File: config.mk
export PLATFORM = sky130hd
export DESIGN_NAME = alu_exec_unit
export DESIGN_NICKNAME = d
export VERILOG_FILES = /design/src/rtl/alu_exec_unit.sv
export SDC_FILE = /design/constraint.sdc
export NUM_CORES = 1
export LEC_CHECK = 0
export CAP_MARGIN = 15
export CORE_UTILIZATION = 52
export CTS_BUF_LIST = sky130_fd_sc_hd__clkbuf_16
export CTS_CLUSTER_DIAMETER = 80
export CTS_CLUSTER_SIZE = 25
export DETAILED_ROUTE_END_ITERATION = 8
export PLACE_DENSITY_LB_ADDON = 0.25
export SLEW_MARGIN = 10
export SYNTH_ARGS = -nofsm -noshare
export SYNTH_HDL_FRONTEND = slang
export SYNTH_SLANG_ARGS = --single-unit
File: constraint.sdc
create_clock -name clk -period 7.8 [get_ports clk]
set_clock_uncertainty 0.05 [all_clocks]
set_input_delay 1.95 -clock clk [delete_from_list [all_inputs] [get_ports clk]]
set_output_delay 1.95 -clock clk [all_outputs]
set_load 0.02 [all_outputs]
File: src/rtl/alu_exec_unit.sv
// rtl/alu_exec_unit.sv - execute-stage ALU with iterative shifter and valid/ready handshake
module alu_exec_unit #(
    parameter int WIDTH = 32
) (
    input  logic             clk,
    input  logic             reset,
    input  logic             in_valid,
    output logic             in_ready,
    input  logic [4:0]       ALUCt,
    input  logic             Sign,
    input  logic [WIDTH-1:0] in_a,
    input  logic [WIDTH-1:0] in_b,
    input  logic             flush,
    output logic             out_valid,
    input  logic             out_ready,
    output logic [WIDTH-1:0] out_result,
    output logic             out_zero
);

    localparam logic [4:0] OP_AND = 5'b00000;
    localparam logic [4:0] OP_OR  = 5'b00001;
    localparam logic [4:0] OP_ADD = 5'b00010;
    localparam logic [4:0] OP_SUB = 5'b00110;
    localparam logic [4:0] OP_SLT = 5'b00111;
    localparam logic [4:0] OP_NOR = 5'b01100;
    localparam logic [4:0] OP_XOR = 5'b01101;
    localparam logic [4:0] OP_SLL = 5'b10000;
    localparam logic [4:0] OP_SRL = 5'b11000;
    localparam logic [4:0] OP_SRA = 5'b11001;

    typedef enum logic [1:0] {
        IDLE  = 2'd0,
        SHIFT = 2'd1,
        DONE  = 2'd2
    } state_t;

    typedef enum logic [1:0] {
        SH_LL = 2'd0,
        SH_RL = 2'd1,
        SH_RA = 2'd2
    } shift_t;

    state_t           state;
    shift_t           shkind;
    logic [4:0]       cnt;
    logic [WIDTH-1:0] shreg;

    logic             accept;
    logic             is_shift;
    shift_t           new_kind;
    logic [4:0]       shift_n;
    logic [WIDTH-1:0] alu_res;
    logic [WIDTH-1:0] shift_next;
    logic             lt;

    assign in_ready  = !flush && (state == IDLE || (state == DONE && out_ready));
    assign accept    = in_valid && in_ready;
    assign out_valid = (state == DONE);
    assign shift_n   = in_a[4:0];

    always_comb begin
        is_shift = 1'b0;
        new_kind = SH_LL;
        case (ALUCt)
            OP_SLL: begin is_shift = 1'b1; new_kind = SH_LL; end
            OP_SRL: begin is_shift = 1'b1; new_kind = SH_RL; end
            OP_SRA: begin is_shift = 1'b1; new_kind = SH_RA; end
            default: ;
        endcase
    end

    // Sign only steers the SLT comparison; everything else is sign-agnostic
    always_comb begin
        lt = Sign ? ($signed(in_a) < $signed(in_b)) : (in_a < in_b);
        case (ALUCt)
            OP_AND:  alu_res = in_a & in_b;
            OP_OR:   alu_res = in_a | in_b;
            OP_ADD:  alu_res = in_a + in_b;
            OP_SUB:  alu_res = in_a - in_b;
            OP_SLT:  alu_res = {{(WIDTH-1){1'b0}}, lt};
            OP_NOR:  alu_res = ~(in_a | in_b);
            OP_XOR:  alu_res = in_a ^ in_b;
            default: alu_res = in_a + in_b;
        endcase
    end

    always_comb begin
        case (shkind)
            SH_RL:   shift_next = {1'b0, shreg[WIDTH-1:1]};
            SH_RA:   shift_next = {shreg[WIDTH-1], shreg[WIDTH-1:1]};
            default: shift_next = {shreg[WIDTH-2:0], 1'b0};
        endcase
    end

    always_ff @(posedge clk or negedge reset) begin
        if (!reset) begin
            state      <= IDLE;
            shkind     <= SH_LL;
            cnt        <= 5'd0;
            shreg      <= '0;
            out_result <= '0;
            out_zero   <= 1'b1;
        end else if (flush) begin
            // result registers keep their last value; only the handshake is killed
            state <= IDLE;
            cnt   <= 5'd0;
        end else if (accept) begin
            if (is_shift) begin
                shreg  <= in_b;
                shkind <= new_kind;
                cnt    <= shift_n;
                if (shift_n == 5'd0) begin
                    out_result <= in_b;
                    out_zero   <= (in_b == '0);
                    state      <= DONE;
                end else begin
                    state <= SHIFT;
                end
            end else begin
                out_result <= alu_res;
                out_zero   <= (alu_res == '0);
                state      <= DONE;
            end
        end else begin
            case (state)
                SHIFT: begin
                    shreg <= shift_next;
                    cnt   <= cnt - 5'd1;
                    if (cnt == 5'd1) begin
                        out_result <= shift_next;
                        out_zero   <= (shift_next == '0);
                        state      <= DONE;
                    end
                end
                DONE: begin
                    if (out_ready) state <= IDLE;
                end
                default: ;
            endcase
        end
    end

endmodule

* After elaboration in Yosys (flattened, before gate mapping)
Cells that the tools add are included.
Storage, ports and cells: register bits after elaboration 74, input port bits 75, output and inout port bits 35, logic and storage cells 84
Cells by class: $add $sub $neg 3, $lt $le $gt $ge 2, eq/ne operators 18, muxes and demuxes 29, bitwise logic cells 5, reduce and logical (&&, ||, !) cells 21
Operator list (count):
- 32-bit two-way mux | 8
- 32-bit one-hot mux with 6 select lines | 1
- 32-bit logical NOT | 3
- 32-bit less-than comparator | 2
- 32-bit one-hot mux with 2 select lines | 1
- 32-bit adder | 1
- 32-bit bitwise AND | 1
- 32-bit inverter | 1
- 32-bit OR | 1
- 32-bit subtractor | 1
- 32-bit bitwise XOR | 1
- 5-bit two-way mux | 4
- 5-bit == test, second input constant | 3
- 2-bit two-way mux | 6
- 5-bit by 1-bit == test with 1-bit output, second input constant | 2
- 5-bit by 3-bit == test with 1-bit output, second input constant | 2
- 5-bit by 4-bit == test with 1-bit output, second input constant | 2
- 5-bit logical NOT | 2
- 3-bit AND reduction | 3
- 2-bit one-hot mux with 2 select lines | 2
- 1-bit two-way mux | 7
- 3-bit by 2-bit != test with 1-bit output, second input constant | 2
- 5-bit by 1-bit subtractor with 5-bit output, second input constant | 1
- 2-bit by 1-bit == test with 1-bit output, second input constant | 2
- other kinds (15) | 19

* Logic depth before layout (Yosys ltp)
Gate-level depths: netlist of run 1.
depth in word-level cells 7, depth in mapped cells 15, depth with buffers taken out 15

* Worst setup path after synthesis of run 1
Ideal clock, no wire load.
kind input -> register, from input port in_a[2], to register out_zero, setup time 0.086 ns, arrival 4.806 ns, data required time 7.664 ns, setup slack 2.858 ns, stages 13, buffers on the path 1, cells stage by stage inv_1 > ha_1 > buf_2 > nor4_1 > nor2_1 > a221oi_1 > o21ai_0 > or4_1 > nor4_1 > nand4_1 > nor4_1 > nand4_1 > o31ai_2
Between the ends: cells in the longest elaborated chain, start to end 6, elaborated cells on any way between the ends 16, those cells by class 2 x add/sub; 2 x order compare; 1 x eq/ne; 4 x mux; 4 x bitwise; 3 x reduce/logical
Ends and longest elaborated chain:
- from (decl) | RTL line 11 | input logic [WIDTH-1:0] in_a,
- 32-bit less-than comparator / 32-bit OR (equally long branches) | RTL line 74, 77, 81
- 1-bit two-way mux / 32-bit inverter (equally long branches) | RTL line 74, 81
- 32-bit one-hot mux with 6 select lines | RTL line 75 | case (ALUCt)
- 32-bit logical NOT | RTL line 121 | out_zero <= (alu_res == '0);
- 1-bit two-way mux | RTL line 108 | if (is_shift) begin
- 1-bit two-way mux | RTL line 107 | end else if (accept) begin
- to (signal assigned) | RTL line 114 | out_zero <= (in_b == '0);
- to (signal assigned) | RTL line 121
- to (signal assigned) | RTL line 131 | out_zero <= (shift_next == '0);
- to (decl) | RTL line 17 | output logic out_zero
Several ways; a longest one is shown, not always the timed one. A chain may end at the register's enable or synchronous reset.

* Worst setup path in the final report of run 1
from input port in_b[1], to register out_zero
Between the ends: cells in the longest elaborated chain, start to end 6, elaborated cells on any way between the ends 15, those cells by class 2 x add/sub; 2 x order compare; 5 x mux; 4 x bitwise; 2 x reduce/logical
Ends and longest elaborated chain:
- from (decl) | RTL line 12 | input logic [WIDTH-1:0] in_b,
- 32-bit less-than comparator / 32-bit OR (equally long branches) | RTL line 74, 77, 81
- 1-bit two-way mux / 32-bit inverter (equally long branches) | RTL line 74, 81
- 32-bit one-hot mux with 6 select lines | RTL line 75
- 32-bit logical NOT | RTL line 121
- 1-bit two-way mux * | RTL line 108
- 1-bit two-way mux * | RTL line 107
Mark *: on every way between the ends. The rest lies on a longest branch, timed or not. The select of a mux whose other input is x is not followed.

==> results.py, run 1 <==
metrics = {
    "logic_synthesis": {
        "synth-seq-cells": 74,
        "synth_top_family_by_area": "compound AO/OA/AOI/OAI gates",
        "syn_inst": 1420,
        "synth_cell_types": 85,
        "syn_nets": 1597,
        "synth-compound-area-share": 0.360,
        "seq_area_frac_synth": 0.185,
        "yosys_warnings": 0,
        "yosys-mux-area-fraction": 0.0137,
        "synth_fa_ha_area_frac": 0.129,
        "syn_area_per_cell_um2": 7.06,
        "synth-edff-count": 0,
        "synthFlopType": "dfrtp_1",
        "synth-xor-area-share": 0.00262,
        "synthSimpleGateAreaFrac": 0.231,
        "syn-cell-area_mm2": 0.0100,
        "async_flop_share": 1.00,
    },
    "floorplanning": {
        "die-height_um": 141,
        "dieArea_mm2": 0.0198,
        "die_w_um": 141,
        "start_util": 0.534,
        "core_mm2": 0.0188,
        "rows": 50,
        "pin_count": 110,
    },
    "power_and_ir_drop": {
        "cellPowerDensity_mw_per_mm2": 183,
        "ir_drop_mv": 0.155,
        "p_leak_nw": 5.03,
        "power_w": 0.00210,
    },
    "detailed_routing": {
        "drt_wl_total_um": 40700,
        "vias_per_cell": 6.93,
        "drtAntennaViolNets": 0,
        "num_vias": 11760,
        "firstDrtPassIters": 8,
        "wl_per_cell_um": 24.0,
        "drt_iter0_drc": 1565,
        "drc": 0,
    },
    "sta": {
        "timing.final.crit_share": 0.822,
        "tns_ns": 0,
        "whs_ns": 0.432,
        "worstMarginPinSlew_ns": 1.13,
        "fin_crit_ns": 6.41,
        "rsz0062_at_grt": "false",
        "setup_slack_ns": 1.39,
        "hold_viol": 0,
        "max_clock_freq_ghz": 0.156,
        "max_slew_margin": 0.246,
        "finalSetupViolCount": 0,
        "final_max_slew_viol_count": 0,
    },
    "clocking": {
        "cts_sinks": 74,
        "cts_buffers": 9,
        "clkLatencyLatePin_ns": 0.34,
        "cts_max_level": 3,
        "tritoncts": "built",
        "cts_buffer_depth": 2,
        "postCtsHoldBufs": 0,
        "cts_setup_buffers": 0,
        "path_clk_slew_ns": 0.06,
        "cts-root-buf": "clkbuf_16",
        "cts-resized-gates": 0,
    },
    "placement": {
        "portBuffers": 109,
        "dpl_cell_area_mm2": 0.0111,
        "place_ws_ns": 1.21,
        "routabilityCongestion": 1.03,
        "post-dp-hpwl_um": 30200,
    },
    "cells_and_area": {
        "n_fill_cell": 1794,
        "diodes": 0,
        "area.growth.synth_to_final_pct": 14.5,
        "drive_gt1_frac": 0.0458,
        "ff_latch_area_mm2": 0.00185,
        "final_area_mm2": 0.0115,
        "nets": 1635,
        "multi_input_area_mm2": 0.00739,
    },
    "global_routing": {
        "gr-total-overflow": 0,
        "grt.total_usage": 0.405,
        "grt_start_max_net_pins": 75,
        "grt_pass1_wl_um": 61600,
        "antenna_found_initial": 0,
        "grt_pass1_vias": 10773,
    },
    "critical_path": {
        "cp_max_fo": 5,
        "endpoint_kind": "register",
        "crit_type": "input port to register",
        "rr_endpoint": "out_zero",
        "ff2ff_path_depth": 9,
        "r2r-start": "state[0]",
        "cp_data_arrival_time_ns": 6.61,
        "r2r_slack_ns": 4.31,
        "required_ns": 8.01,
        "crit_path_start_kind": "input port",
    },
    "worst_hold_path": {
        "worstHoldPathType": "register to register",
        "worstHoldPathCells": 2,
        "whs_endpoint": "out_result[27]",
        "hp-start": "out_result[27]",
    },
    "status": {
        "status": "finished clean",
    },
    "flow_run": {
        "cap_violations": 0,
    },
}
[layout make-up]
type | instances | area share
clock buffer | 9 | 0.0196
timing repair buffer | 123 | 0.105
clock inverter | 7 | 0.0103
sequential | 74 | 0.162
inverter | 104 | 0.0340
tap | 234 | 0.0255
multi-input combinational | 1146 | 0.644
[layer usage]
layer	share of wire	global-route usage	vias to the layer above
li1	-	-	5326
met1	0.40	0.540	5421
met2	0.44	0.633	858
met3	0.12	0.0761	155
met4	0.052	0.191	0
met5	0	0	-
[metrics by stage]
stage	utilization	cells
after global routing	0.611	1697
after global placement	0.592	1680
after detailed placement	0.592	1680
after CTS	0.611	1696
after floorplan	-	1420
final	0.611	1697
[how the worst max path moves through the flow]
stage / from / to / slack [ns] / cells after the start
6_report: in_b[1] / out_zero / 1.39 / 14
5_1_grt: in_a[1] / out_zero / 1.14 / 14
4_1_cts: in_b[1] / out_zero / 1.54 / 14
3_5_place_dp: in_b[1] / out_zero / 1.21 / 14
3_3_place_gp: in_b[1] / out_zero / 1.17 / 14
2_1_floorplan: in_a[2] / out_zero / 2.86 / 13
[layout by cell type (no fill, tap or decap), types with 8 or more instances in the layout]
cell / n
nand2b_1: 9
nand4_1: 24
a21oi_1: 111
clkbuf_16: 9
nor2b_1: 12
nand2_1: 155
nor3_1: 38
clkdlybuf4s50_1: 108
o21bai_1: 8
a21o_1: 18
dfrtp_1: 73
a211o_1: 8
o21ai_0: 149
buf_4: 14
a22oi_1: 33
o211ai_1: 20
o21a_1: 10
o211a_1: 9
ha_1: 100
a221oi_1: 16
a211oi_1: 25
a221o_1: 15
a31oi_1: 21
or2_2: 14
and3_1: 10
inv_1: 105
nor2_1: 131
nor4_1: 23
o31ai_1: 20
nand3_1: 18
[cell usage after synthesis (6+ instances only)]
| master | number | area (um2) |
|---|---|---|
| a2111oi_0 | 7 | 61.3 |
| a211o_1 | 8 | 70.1 |
| a211oi_1 | 25 | 188 |
| a21boi_0 | 7 | 52.6 |
| a21o_1 | 18 | 135 |
| a21oi_1 | 111 | 556 |
| a221o_1 | 15 | 150 |
| a221oi_1 | 16 | 140 |
| a22oi_1 | 33 | 248 |
| a311oi_1 | 6 | 52.6 |
| a31oi_1 | 21 | 131 |
| and2_1 | 6 | 37.5 |
| and3_1 | 10 | 62.6 |
| buf_2 | 14 | 70.1 |
| clkbuf_1 | 75 | 282 |
| dfrtp_1 | 73 | 1830 |
| ha_1 | 100 | 1250 |
| inv_1 | 104 | 390 |
| mux2i_1 | 7 | 70.1 |
| nand2_1 | 156 | 586 |
| nand2b_1 | 9 | 56.3 |
| nand3_1 | 18 | 90.1 |
| nand3b_1 | 6 | 45.0 |
| nand4_1 | 24 | 150 |
| nor2_1 | 133 | 499 |
| nor2b_1 | 12 | 75.1 |
| nor3_1 | 40 | 200 |
| nor4_1 | 23 | 144 |
| o211a_1 | 9 | 90.1 |
| o211ai_1 | 20 | 150 |
| o21a_1 | 10 | 75.1 |
| o21ai_0 | 149 | 746 |
| o21bai_1 | 8 | 60.1 |
| o221ai_1 | 7 | 61.3 |
| o31ai_1 | 20 | 150 |
| or2_2 | 14 | 87.6 |
| or3_1 | 7 | 43.8 |
[kinds of logic (layout without fill, tap and decap cells)]
kind of cell               count (synthesis)  in the layout
AOI/OAI and AO/OA                        542            542
xor gates and xnor gates                   3              3
adders and majority gates                102            102
buffers and inverters                    200            243
DFF                                       74             74
muxes                                     13             13
and+or+nand+nor                          486            486
[report_power, final]
group	internal, W	switching [W]	leakage [nW]	total [W]
logic	0.000396	0.000665	3.92	0.00106
clock network	0.000312	0.000169	0.163	0.000482
registers	0.000481	0.0000759	0.942	0.000557
[critical path, stage by stage]
cell	delay (ns)
clkdlybuf4s50_1	0.66
inv_1	0.16
ha_1	0.34
o21ba_1	0.23
nor4_1	0.60
nor2_1	0.13
a221oi_1	0.25
o21ai_0	0.16
or4_1	0.57
nor4_1	0.53
nand4_1	0.15
nor4_1	0.46
nand4_1	0.17
o31ai_2	0.24
[state kept, by name, summed over array words and instances (netlist names)]
name / count
out_zero: 1
shkind: 2
shreg: 32
state: 2
out_result: 32
cnt: 5
No activity file was read; power rests on OpenSTA's default activity.
==> inputs of run 2 (changes only) <==
clock period = 5.5 ns   (was 7.8 ns; I/O delays follow)
==> results.py, run 2 (synthesis gave the netlist of run 1 again) <==
metrics = {
    "status": {
        "status": "finished clean",
    },
    "worst_hold_path": {
        "worstHoldPathType": "register to register",
    },
    "critical_path": {
        "cp_data_arrival_time_ns": 5.48,
        "required_ns": 5.71,
        "endpoint_kind": "register",
        "critical_path.slowest_cell": "or4b_2",
        "crit_chain": "clkdlybuf4s50_1, inv_1, ha_1, buf_4, or4_1, o21ai_1, a211oi_2, buf_4, a21oi_1, a31oi_1, or4b_2, a31oi_1, o21ai_0, o21ai_0",
        "slowest_delay_ns": 0.66,
        "crit_path_start_kind": "input port",
        "cp_max_fo": 6,
        "crit_type": "input port to register",
    },
    "power_and_ir_drop": {
        "p_leak_nw": 5.83,
        "cellPowerDensity_mw_per_mm2": 247,
        "power_w": 0.00315,
        "ir_drop_mv": 0.281,
    },
    "sta": {
        "rsz0062_at_grt": "false",
        "tns_ns": 0,
        "final_max_slew_viol_count": 0,
        "max_clock_freq_ghz": 0.190,
        "timing.final.crit_share": 0.958,
        "worstMarginPinSlew_ns": 1.17,
        "max_slew_margin": 0.220,
        "setup_slack_ns": 0.231,
        "fin_crit_ns": 5.27,
        "finalSetupViolCount": 0,
        "hold_viol": 0,
    },
    "cells_and_area": {
        "drive_gt1_frac": 0.142,
        "n_fill_cell": 1580,
        "top_regs": "out_result x32, shreg x32, cnt x5",
        "nets": 1798,
        "area.growth.synth_to_final_pct": 27.1,
        "layout_common_cells": "176 x buf_4, 155 x nand2_1, 149 x o21ai_0",
        "final_common_cell": "buf_4",
        "multi_input_area_mm2": 0.00741,
        "ff_latch_area_mm2": 0.00185,
        "final_area_mm2": 0.0127,
        "diodes": 0,
    },
    "global_routing": {
        "grt_start_max_net_pins": 75,
        "grt_pass1_wl_um": 66700,
        "grt.total_usage": 0.439,
        "gr-total-overflow": 0,
        "grt_pass1_vias": 11630,
        "antenna_found_initial": 0,
    },
    "clocking": {
        "cts_buffers": 9,
        "clkLatencyLatePin_ns": 0.34,
        "postCtsHoldBufs": 0,
        "cts-root-buf": "clkbuf_16",
        "path_clk_slew_ns": 0.06,
        "tritoncts": "built",
        "cts_sinks": 74,
        "cts_max_level": 3,
        "cts_setup_buffers": 0,
        "cts_buffer_depth": 2,
    },
    "placement": {
        "place_ws_ns": -0.0273,
        "dpl_cell_area_mm2": 0.0124,
        "routabilityCongestion": 1.07,
        "post-dp-hpwl_um": 34200,
        "portBuffers": 109,
    },
    "detailed_routing": {
        "wl_per_cell_um": 23.6,
        "drt_iter0_drc": 1939,
        "firstDrtPassIters": 6,
        "vias_per_cell": 6.77,
        "drt_wl_total_um": 43800,
        "drc": 0,
        "drtAntennaViolNets": 0,
        "num_vias": 12594,
    },
    "floorplanning": {
        "start_util": 0.534,
        "core_mm2": 0.0188,
        "die_w_um": 141,
        "die-height_um": 141,
        "pin_count": 110,
        "rows": 50,
        "dieArea_mm2": 0.0198,
    },
    "flow_run": {
        "cap_violations": 0,
    },
}
[run 2: cell count changes in the layout (fill, tap and decap cells not counted), sizes merged]
cell | before | now
buf | 15 | 178
clkinv | 0 | 2
clkinvlp | 2 | 1
inv | 106 | 105
[run 2: final cells by class]
type,count,share of cell area
Sequential cell,74,0.146
Timing Repair Buffer,286,0.192
Tap cell,234,0.0230
Multi-Input combinational cell,1146,0.582
Clock buffer,9,0.0177
Clock inverter,7,0.00933
Inverter,104,0.0307
[run 2: per-stage QoR]
step | std cells | utilization | hold WS, ns
2_1_floorplan | 1420 | - | 0.400
3_3_place_gp | 1844 | 0.659 | 0.413
3_5_place_dp | 1844 | 0.659 | 0.417
4_1_cts | 1860 | 0.678 | 0.429
5_1_grt | 1860 | 0.679 | 0.444
6_report | 1860 | 0.679 | 0.435
[run 2: final timing paths]
path	from	to	slack (ns)	cells after the start
max in group asynchronous	reset	shreg[23]	3.65	1
hold reg to reg	out_result[17]	out_result[17]	0.44	2
hold / removal	out_result[17]	out_result[17]	0.44	2
min in group asynchronous	reset	cnt[4]	1.13	1
setup reg to reg	shkind[0]	out_zero	2.09	10
setup / recovery	in_a[7]	out_result[25]	0.23	14
[run 2: metal layers]
layer,GRT usage,vias to the layer above,wire length [um]
met5,0,-,0
met2,0.661,968,18500
li1,-,5644,-
met3,0.0863,186,5430
met4,0.213,0,2550
met1,0.600,5796,17400
[run 2: worst max-delay path, delay by kind of cell]
kind                       cells  cell delay [ns]
and+or+nand+nor                2             1.12
buffers and inverters          4             0.93
adders and majority gates      1             0.36
AOI/OAI and AO/OA              7             1.70
[run 2: where the power goes]
part	total [W]	switching [W]	internal, W	leakage [nW]
logic	0.00167	0.000998	0.000675	4.73
clock network	0.000685	0.000242	0.000443	0.167
registers	0.000793	0.000111	0.000682	0.942
total	0.00315	0.00135	0.00180	5.83
[run 2: repair_timing]
item	4_1_cts	5_1_grt
hold endpoints to repair	0	0
setup endpoints to repair	0	1
resized for setup	0	2
